$ cat config.mk
export PLATFORM = sky130hd
export DESIGN_NAME = elevator_request_scheduler
export DESIGN_NICKNAME = d
export VERILOG_FILES = /design/src/rtl/elevator_request_scheduler.sv
export SDC_FILE = /design/constraint.sdc
export NUM_CORES = 1
export LEC_CHECK = 0
export CORE_UTILIZATION = 59
export CTS_BUF_LIST = sky130_fd_sc_hd__clkbuf_16
export DETAILED_ROUTE_END_ITERATION = 7
export PLACE_DENSITY = 0.81
export SLEW_MARGIN = 0
export SYNTH_ARGS = -nofsm -noshare
export SYNTH_HDL_FRONTEND = slang
export SYNTH_SLANG_ARGS = --single-unit
export TNS_END_PERCENT = 5
$ cat constraint.sdc
create_clock -name i_clk -period 4.1 [get_ports i_clk]
set_input_delay 0.82 -clock i_clk [delete_from_list [all_inputs] [get_ports i_clk]]
set_output_delay 0.82 -clock i_clk [all_outputs]
set_load 0.05 [all_outputs]
$ cat src/rtl/elevator_request_scheduler.sv
// Elevator request scheduler: captures floor calls, picks the next target with LOOK
// scheduling, and times the door dwell at each served floor.
//   state  | meaning
//   S_IDLE | parked; target follows current floor; picks the next request
//   S_MOVE | issuing target_floor; retargets to a nearer stop ahead
//   S_DOOR | door held open for DOOR_DWELL cycles at the current floor
module elevator_request_scheduler #(
  parameter int NUM_FLOORS = 10,
  parameter int DOOR_DWELL = 10000000
) (
  input  logic                  i_clk,
  input  logic                  i_rst,
  input  logic                  i_call_valid,
  input  logic [3:0]            i_call_floor,
  input  logic [3:0]            i_current_floor,
  input  logic                  i_car_idle,
  output logic [3:0]            o_target_floor,
  output logic                  o_target_valid,
  output logic                  o_door_open,
  output logic                  o_dir_up,
  output logic [NUM_FLOORS-1:0] o_pending
);

  typedef enum logic [1:0] {S_IDLE = 2'd0, S_MOVE = 2'd1, S_DOOR = 2'd2} state_t;

  localparam logic [4:0]  FLOOR_LIMIT = 5'(NUM_FLOORS);
  localparam logic [31:0] DWELL_LAST  = 32'(DOOR_DWELL - 1);

  state_t                r_state;
  logic [3:0]            r_target_floor;
  logic                  r_target_valid;
  logic                  r_door_open;
  logic                  r_dir_up;
  logic [NUM_FLOORS-1:0] r_pending;
  logic [31:0]           r_dwell_cnt;

  logic                  w_up_found, w_dn_found, w_sel_found, w_pend_at_cf;
  logic [3:0]            w_up_floor, w_dn_floor, w_sel_floor, w_alt_floor;
  logic                  w_nearer, w_arrive, w_call_ok, w_clr_en;
  logic [NUM_FLOORS-1:0] w_set, w_clr;

  // Nearest pending floor strictly above and strictly below the car.
  always_comb begin
    w_up_found   = 1'b0;
    w_up_floor   = '0;
    w_dn_found   = 1'b0;
    w_dn_floor   = '0;
    w_pend_at_cf = 1'b0;
    for (int i = NUM_FLOORS - 1; i >= 0; i--) begin
      if (r_pending[i] && (4'(i) > i_current_floor)) begin
        w_up_found = 1'b1;
        w_up_floor = 4'(i);
      end
    end
    for (int i = 0; i < NUM_FLOORS; i++) begin
      if (r_pending[i] && (4'(i) < i_current_floor)) begin
        w_dn_found = 1'b1;
        w_dn_floor = 4'(i);
      end
      if (r_pending[i] && (4'(i) == i_current_floor)) w_pend_at_cf = 1'b1;
    end
  end

  assign w_sel_found = r_dir_up ? w_up_found : w_dn_found;
  assign w_sel_floor = r_dir_up ? w_up_floor : w_dn_floor;
  assign w_alt_floor = r_dir_up ? w_dn_floor : w_up_floor;
  assign w_nearer    = w_sel_found &&
                       (r_dir_up ? (w_sel_floor < r_target_floor) : (w_sel_floor > r_target_floor));
  assign w_arrive    = (r_state == S_MOVE) && (i_current_floor == r_target_floor) && i_car_idle;
  assign w_call_ok   = i_call_valid && ({1'b0, i_call_floor} < FLOOR_LIMIT) &&
                       !((r_state == S_DOOR) && (i_call_floor == i_current_floor));
  assign w_clr_en    = ((r_state == S_IDLE) && w_pend_at_cf) || w_arrive;

  // On arrival target == current floor, so both clear sources name the current floor.
  always_comb begin
    w_set = '0;
    w_clr = '0;
    for (int i = 0; i < NUM_FLOORS; i++) begin
      if (w_call_ok && (4'(i) == i_call_floor)) w_set[i] = 1'b1;
      if (w_clr_en && (4'(i) == i_current_floor)) w_clr[i] = 1'b1;
    end
  end

  always_ff @(posedge i_clk) begin
    if (i_rst) begin
      r_state        <= S_IDLE;
      r_pending      <= '0;
      r_target_floor <= '0;
      r_target_valid <= 1'b0;
      r_door_open    <= 1'b0;
      r_dir_up       <= 1'b1;
      r_dwell_cnt    <= '0;
    end else begin
      r_pending <= (r_pending | w_set) & ~w_clr;
      case (r_state)
        S_IDLE: begin
          r_target_floor <= i_current_floor;
          if (w_pend_at_cf) begin
            r_dwell_cnt <= '0;
            r_door_open <= 1'b1;
            r_state     <= S_DOOR;
          end else if (w_up_found || w_dn_found) begin
            r_target_valid <= 1'b1;
            r_state        <= S_MOVE;
            if (w_sel_found) begin
              r_target_floor <= w_sel_floor;
            end else begin
              r_dir_up       <= ~r_dir_up;
              r_target_floor <= w_alt_floor;
            end
          end
        end
        S_MOVE: begin
          if (w_arrive) begin
            r_target_valid <= 1'b0;
            r_door_open    <= 1'b1;
            r_dwell_cnt    <= '0;
            r_state        <= S_DOOR;
          end else if (w_nearer) begin
            r_target_floor <= w_sel_floor;
          end
        end
        S_DOOR: begin
          r_target_floor <= i_current_floor;
          if (r_dwell_cnt == DWELL_LAST) begin
            r_door_open <= 1'b0;
            r_state     <= S_IDLE;
          end else begin
            r_dwell_cnt <= r_dwell_cnt + 32'd1;
          end
        end
        default: r_state <= S_IDLE;
      endcase
    end
  end

  assign o_target_floor = r_target_floor;
  assign o_target_valid = r_target_valid;
  assign o_door_open    = r_door_open;
  assign o_dir_up       = r_dir_up;
  assign o_pending      = r_pending;

endmodule

Word level (Yosys, flattened, before mapping)
Cells that the tools add are included.
{"block": "op_classes", "n_bitwise": 6, "order_cmp": 23, "n_mux": 96, "n_shift": 0, "mul": 0, "eq_ne": 32, "div": 0, "addsub": 1, "reduce_logical": 71}
{"op": "$mux W4", "n": 25}
{"op": "$mux W32", "n": 3}
{"op": "$pmux W32 S3", "n": 1}
{"op": "$mux W1", "n": 59}
{"op": "$logic_and A1 B1 Y1", "n": 57}
{"op": "$add A32 B1 Y32 const B", "n": 1}
{"op": "$eq A3 B4 Y1 const A", "n": 8}
{"op": "$eq A32 B24 Y1 const B", "n": 1}
{"op": "$eq A2 B4 Y1 const A", "n": 4}
{"op": "$eq A4 B4 Y1 const A", "n": 4}
{"op": "$gt A3 B4 Y1 const A", "n": 4}
{"op": "$lt A3 B4 Y1 const A", "n": 4}
{"op": "$reduce_and A4 Y1", "n": 4}
{"op": "$ne A2 B2 Y1 const B", "n": 6}
{"op": "$pmux W4 S3", "n": 1}
{"op": "$and A10 B10 Y10", "n": 1}
{"op": "$not A10 Y10", "n": 1}
{"op": "$or A10 B10 Y10", "n": 1}
{"op": "$eq A1 B4 Y1 const A", "n": 2}
{"op": "$eq A4 B4 Y1", "n": 2}
{"op": "$gt A1 B4 Y1 const A", "n": 2}
{"op": "$gt A2 B4 Y1 const A", "n": 2}
{"op": "$gt A4 B4 Y1 const A", "n": 2}
{"op": "$logic_not A4 Y1", "n": 2}
{"op": "21 further kinds", "n": 32}
{"block": "totals", "latchBits": 0, "output_inout_bits": 17, "rom_bits": 0, "in_bits": 12, "ramBits": 0, "elab_cells": 236, "memories": 0, "reg_bits": 51}

Depth between registers and ports, before layout
Gate-level depths: netlist of the first run.
{"block": "logic_depth", "depth_word": 19, "ltp_mapped": 16, "mapped_depth_nobuf": 13}

Least setup slack after synthesis of the first run
OpenSTA, ideal clock, no wires.
{"block": "synth_timing", "path_type": "in2reg", "start": "input port i_current_floor[2]", "end": "register r_target_floor[3] (netlist: o_target_floor[3])", "setup_ns": 0.071, "path_buffers": 3, "arrival_time_ns": 3.599, "cell_stages": 16, "required_time_ns": 4.029, "setup_slack_ns": 0.430, "cell_sequence": "buf_6 buf_2 buf_1 o31ai_1 o311ai_0 a2111oi_0 a21oi_1 mux2_2 ha_1 inv_1 a21oi_1 o21a_1 nand4bb_1 a31oi_2 o2111ai_1 a21oi_1"}
{"block": "synth_via", "elab_chain_len": 18, "elab_cells_between_ends": 129, "classes_between": "order compare: 22; eq/ne: 12; mux: 59; reduce/logical: 36"}
{"element": "from (decl)", "line_no": "15", "text": "input logic [3:0] i_current_floor,"}
{"element": "$gt A4 B4 Y1", "line_no": "50", "text": "if (r_pending[i] && (4'(i) > i_current_floor)) begin"}
{"element": "$logic_and A1 B1 Y1", "line_no": "50"}
{"element": "$mux W4 (10 in a row)", "line_no": "50"}
{"element": "$mux W4", "line_no": "65", "text": "assign w_sel_floor = r_dir_up ? w_up_floor : w_dn_floor;"}
{"element": "$gt A4 B4 Y1 or $lt A4 B4 Y1 (tied branches)", "line_no": "68", "text": "(r_dir_up ? (w_sel_floor < r_target_floor) : (w_sel_floor > r_target_floor));"}
{"element": "$mux W1", "line_no": "68"}
{"element": "$logic_and A1 B1 Y1", "line_no": "67", "text": "assign w_nearer = w_sel_found &&"}
{"element": "$ne A2 B2 Y1 (no line)"}
{"element": "$reduce_and A3 Y1 (no line)"}
{"element": "to (signal assigned)", "line_no": "97", "text": "r_target_floor <= i_current_floor;"}
{"element": "to (signal assigned)", "line_no": "106", "text": "r_target_floor <= w_sel_floor;"}
{"element": "to (signal assigned)", "line_no": "109", "text": "r_target_floor <= w_alt_floor;"}
{"element": "to (decl)", "line_no": "30", "text": "logic [3:0] r_target_floor;"}
Several ways; a longest one is shown, not always the timed one. The select of a mux whose other input is x is not followed.
A chain may end at the register's enable or synchronous reset.

Final worst setup path of the first run
{"block": "layout_timing", "start": "input port i_current_floor[1]", "end": "register r_target_floor[3] (netlist: o_target_floor[3])"}
The elaborated chain is that of the path after synthesis.

==> impl_metrics.csv, run 1 <==
group,metric,value,unit
run_status,status,"completed",
floorplan,start_util,0.6207,
pwr,leakagePower,0.001568,uW
placement,dp_hpwl,7139,um
cts,cts_root_buf,"clkbuf_16",
placement,dpl.cell_count,580,
synth,yosys-top-cells-count,"nor2_1, dfxtp_1, nand2_1",
placement,io_buffers,28,
sta,setup_ws,260.2,ps
pwr,combPwrFrac,0.451,
critical_path,critPathKind,"in -> reg",
sta,hold_violations,0,
sta,relSlewSlack,0.4691,
final_layout,postLayoutCellArea,4333,um2
critical_path,rrSetupSlack,820,ps
hold_path,hold_start,"o_target_valid",
critical_path,end_kind,"register",
sta,fin_crit_sh,0.9365,
synth,ys_ff_latch,51,
route,vias_per_cell,6.478,
sta,setup-violations-final,0,
cts,clock_path_buffers,2,
pwr,powerDensity,432.4,nW/um2
hold_path,hold_path.class,"reg -> reg",
floorplan,fp-row-count,28,
synth,synth.yosys.seq_area_share,0.2746,
route,drt-total-wl,10120,um
synth,synth-edff-count,0,
synth,syn-mean-instance-area,7.878,um2
sta,final.min_clock_period,3840,ps
global_route,grt_max_degree,33,
placement,place_congestion,1.035,
pwr,irDropWorstVdd,0.4613,mV
floorplan,coreArea,5991,um2
cts,cts_buffers,5,
final_layout,fillers,471,
placement,post-place-ws,-15.24,ps
final_layout,final_util,0.7233,
global_route,grt_antenna_before_repair,0,
cts,insertion_delay,300,ps
final_layout,layout.cells.non_filler,588,
final_layout,final_nets,533,
placement,dpl_cell_area,4168,um2
final_layout,syn_to_final_growth,16.52,%
cts,postCtsSetupBuffers,0,
cts,htree_levels,2,
final_layout,antenna_cells,0,
pwr,power_frac_seq,0.315,
synth,netlist_area,3719,um2
sta,skew,9.243,ps
critical_path,arrival,4070,ps
pwr,internal_power,1058,uW
sta,max_clock_freq,260.4,MHz
synth,synth_warnings,0,
critical_path,r2r_start,"o_pending[5]",
synth,async_flop_share,0,
route,drtPass1Iterations,4,
floorplan,die-width,81.39,um
pwr,totalPowerFinal,1874,uW
pwr,p_sw_frac,0.4355,
synth,yosysUniqueCellTypes,75,
global_route,track_usage,0.3194,
global_route,grt_overflow,0,
route,route.detailed.wl_per_inst,17.21,um
critical_path,worst_ep_required_time,4330,ps
critical_path,critPathLaunchType,"input port",
floorplan,die_h,81.39,um
route,drc,0,
critical_path,worstPathMaxFanout,7,
synth,ys.flop_type,"dfxtp_1",
synth,synth_cells,472,
route,drt_iter0_drc,223,
critical_path,rr_worst_depth,12,
cts,clkSinkCount,51,
critical_path,crit_path_start,"i_current_floor[1]",
route,ant_nets,0,
floorplan,io_pins,29,
hold_path,min_path_cells,2,
pwr,switchingPower,816.1,uW
route,num_vias,3809,
synth,ys_top_cells_by_area,"dfxtp_1, xor2_1, nor2_1, nand4_1, a21oi_1",
cts,clkTransAtPathRegs,80,ps
sta,worst_pin_slew,789.0,ps
global_route,grt_pass1_wl,16380,um
critical_path,reg2reg_to,"o_target_floor[3]",
pwr,clkPwrFrac,0.234,
sta,slew_violations,0,
floorplan,die-area,6624,um2
global_route,grt_pass1_vias,3475,
synth,yosysTopAreaCellShare,0.2746,
sta,rsz0062_at_grt,"no",
synth,synth_most_common_cell,"nor2_1",
synth,synth.net_count,493,
final_layout,drive_above_1_share,0.1209,
cts,cts_tree,"yes",
hold_path,hold_end,"o_target_valid",
run,max_cap_viol_count,0,
synth,synth_top_cell_by_area,"dfxtp_1",
[worst max path at each step]
stage	end	slack [ps]	depth (start not counted)
4_1_cts	o_target_floor[3]	270	15
6_report	o_target_floor[3]	260	13
3_5_place_dp	o_target_floor[3]	-20	15
3_3_place_gp	o_target_floor[3]	80	15
5_1_grt	o_target_floor[3]	7	15
2_1_floorplan	o_target_floor[3]	430	16
[metal layers]
metal | track usage | part of all wire
met5 | 0 | 0
met4 | 0.1571 | 0.032
met3 | 0.04607 | 0.086
met1 | 0.3980 | 0.41
met2 | 0.5333 | 0.47
[worst max-delay path, stage by stage]
cell	delay [ps]
clkdlybuf4s50_1	510
or3b_1	470
a211o_1	330
and4_1	220
nand3_1	110
o21ai_0	130
ha_1	350
a21oi_1	200
o21a_1	170
o2111ai_1	150
a31oi_2	310
o2111ai_1	140
a21oi_1	160
[power groups by stage]
| stage | Combinational, uW | Sequential (uW) | Clock, uW |
|---|---|---|---|
| after floorplan | 578 | 684 | 0 |
| after global placement | 816 | 597 | 0 |
| after detailed placement | 828 | 598 | 0 |
| after CTS | 832 | 588 | 443 |
| after global routing | 916 | 596 | 458 |
| final | 845 | 589 | 439 |
[flip-flops by register name, indices dropped and copies added, names as in the netlist]
name,count
o_dir_up,1
o_door_open,1
o_pending,10
o_target_floor,4
o_target_valid,1
r_dwell_cnt,32
r_state,2
[what timing repair did]
item                       4_1_cts  5_1_grt
gates resized for setup          0        2
hold buffers                     0        0
setup endpoints to repair        0        4
[cells in the final DEF, fill, tap and decap left out, types with 6 or more instances in the layout]
master,Yosys,routed
nor2_1,61,61
dfxtp_1,51,51
nand2_1,34,34
xor2_1,33,33
buf_4,0,31
clkdlybuf4s50_1,0,28
a21oi_1,27,27
nand4_1,25,25
nand3_1,22,21
inv_1,20,20
o21ai_0,17,17
nor3_1,11,11
ha_1,9,9
and3_1,8,8
a31oi_1,6,6
xnor2_1,6,6
nor2b_1,6,6
[stage by stage]
step	hold slack, ps	TNS, ps
after floorplan	462.3	0
after global placement	455.7	0
after detailed placement	459.9	-15.24
after CTS	471.6	0
after global routing	513.7	0
final	468.6	0
[kinds of logic (layout without fill, tap and decap cells)]
group | count (synthesis) | count (layout) | synth area share
compound gates | 111 | 111 | 0.2164
xor+xnor | 39 | 39 | 0.09186
fa+ha+maj | 9 | 9 | 0.03028
buf+inv | 47 | 88 | 0.07100
flops | 51 | 51 | 0.2746
mux | 4 | 4 | 0.01278
simple gates | 211 | 211 | 0.3032
[final cells by class]
type                    instances  area, um2  share of cell area
clock buffers                   5      125.1             0.02888
flip-flops and latches         51       1021              0.2356
repair buffers                 60      533.0              0.1230
inverters                      20      75.07             0.01733
clock inverters                 3      28.78            0.006642
multi-input cells             374       2456              0.5668
well taps                      75      93.84             0.02166
No activity file was read; power rests on OpenSTA's default activity.
==> run 2, diff against run 1 <==
--- a/config.mk
+++ b/config.mk
@@ -8,7 +8,7 @@
 export CORE_UTILIZATION = 59
 export CTS_BUF_LIST = sky130_fd_sc_hd__clkbuf_16
 export DETAILED_ROUTE_END_ITERATION = 7
-export PLACE_DENSITY = 0.81
+export PLACE_DENSITY_LB_ADDON = 0.3
 export SLEW_MARGIN = 0
 export SYNTH_ARGS = -nofsm -noshare
 export SYNTH_HDL_FRONTEND = slang
==> run 2 against run 1 <==
Compared with the run above: clock power grew 6.4%; sequential share of layout area grew 0.35 points; core utilization shrank 1.0 points; critical path type unchanged; clock-buffer cell count is the same; combinational power shrank 2.4%; cell area shrank 1.4%; first-iteration DRC count grew 2.2%; sequential power is essentially flat; via count shrank 3.3%; hold slack gained 9.6 ps.
==> impl_metrics.csv, run 2 (synthesis gave the netlist of run 1 again) <==
group,metric,value,unit
run,max_cap_viol_count,0,
global_route,grt_antenna_before_repair,0,
sta,worst_pin_slew,641.2,ps
critical_path,rrSetupSlack,790,ps
final_layout,final_util,0.7128,
cts,cts.hold.buffers_added,0,
floorplan,io_pins,29,
sta,hold_violations,0,
sta,skew,3.122,ps
placement,place_congestion,1.029,
cts,clkTransAtPathRegs,70,ps
floorplan,die_h,81.39,um
sta,rsz0062_at_grt,"no",
route,drt-total-wl,9638,um
route,drt_iter0_drc,228,
pwr,irDropWorstVdd,0.4309,mV
cts,cts_resized,0,
sta,fin_crit_sh,0.9369,
critical_path,critPathKind,"in -> reg",
critical_path,critPathLaunchType,"input port",
placement,io_buffers,28,
floorplan,die-area,6624,um2
route,route.detailed.wl_per_inst,16.67,um
sta,setup-violations-final,0,
critical_path,arrival,4060,ps
final_layout,syn_to_final_growth,14.84,%
critical_path,worstPathMaxFanout,7,
critical_path,rr_worst_depth,12,
cts,cts_root_buf,"clkbuf_16",
sta,tns,0,ps
sta,hold_ws,478.2,ps
route,drc,0,
hold_path,min_path_cells,2,
global_route,grt_max_degree,33,
global_route,grt_overflow,0,
route,drtPass1Iterations,5,
global_route,track_usage,0.2992,
final_layout,final_common_cell,"nor2_1",
critical_path,end_kind,"register",
sta,final.min_clock_period,3841,ps
global_route,grt_pass1_wl,15400,um
final_layout,regMostFlops,"r_dwell_cnt",
final_layout,largest_reg_flops,32,
pwr,leakagePower,0.001531,uW
final_layout,final_nets,523,
critical_path,worst_ep_required_time,4320,ps
sta,relSlewSlack,0.5686,
placement,dp_hpwl,6700,um
hold_path,hold_path.class,"reg -> reg",
route,vias_per_cell,6.372,
cts,htree_levels,2,
cts,cts_buffers,5,
cts,clkSinkCount,51,
cts,clock_path_buffers,2,
pwr,powerDensity,440.3,nW/um2
final_layout,final_cell_mix,"nor2_1, dfxtp_1, nand2_1, xor2_1, clkdlybuf4s50_1",
route,num_vias,3683,
global_route,grt_pass1_vias,3294,
floorplan,start_util,0.6207,
final_layout,antenna_cells,0,
route,ant_nets,0,
floorplan,fp-row-count,28,
floorplan,coreArea,5991,um2
cts,cts_tree,"yes",
cts,insertion_delay,290,ps
run_status,status,"completed",
cts,postCtsSetupBuffers,0,
floorplan,die-width,81.39,um
final_layout,drive_above_1_share,0.09742,
sta,max_clock_freq,260.3,MHz
sta,slew_violations,0,
[run 2: cell count changes in the layout (fill, tap and decap cells not counted), sizes merged]
cell	delta
buf	-10
bufinv	+1
inv	-1
[run 2: metal layers]
layer | part of all wire | global-route usage
met3 | 0.063 | 0.04382
met4 | 0.023 | 0.09464
met2 | 0.48 | 0.5233
met1 | 0.43 | 0.3732
met5 | 0 | 0
[run 2: worst max-delay path, cell delays in order]
cell and delay (ps):
clkdlybuf4s50_1 490, or3b_1 450, a211o_1 340, and4_1 220
nand3_1 80, o21ai_0 120, ha_1 360, a21oi_1 170
o21a_1 160, o2111ai_1 160, a31oi_2 380, o2111ai_1 150
a21oi_1 150
[run 2: report_power, final]
part	internal (uW)	total [uW]	switching, uW
Clock	285	467	182
Sequential	538	588	50.4
Combinational	277	825	548
[run 2: metrics by stage]
stage | setup WS, ps | total power [uW] | std cells | area [um2]
3_3_place_gp | 153.4 | 1401 | 570 | 4106
6_report | 258.7 | 1880 | 578 | 4270
5_1_grt | 7.998 | 1970 | 578 | 4270
4_1_cts | 310.5 | 1871 | 578 | 4270
3_5_place_dp | 9.680 | 1408 | 570 | 4106
2_1_floorplan | 430.1 | 1262 | 472 | 3719
[run 2: area by class of cell]
type | count | area [um2]
clock buffer | 5 | 125.1
inverter | 20 | 75.07
sequential | 51 | 1021
clock inverter | 3 | 38.79
tap | 75 | 93.84
fill | 495 | 1720
multi-input combinational | 374 | 2434
timing repair buffer | 50 | 483.0
[run 2: final timing paths]
| check | from | to |
|---|---|---|
| setup / recovery | i_current_floor[1] | o_target_floor[3] |
| hold / removal | o_target_valid | o_target_valid |
| hold reg to reg | o_target_valid | o_target_valid |
| setup reg to reg | o_pending[5] | o_target_floor[3] |
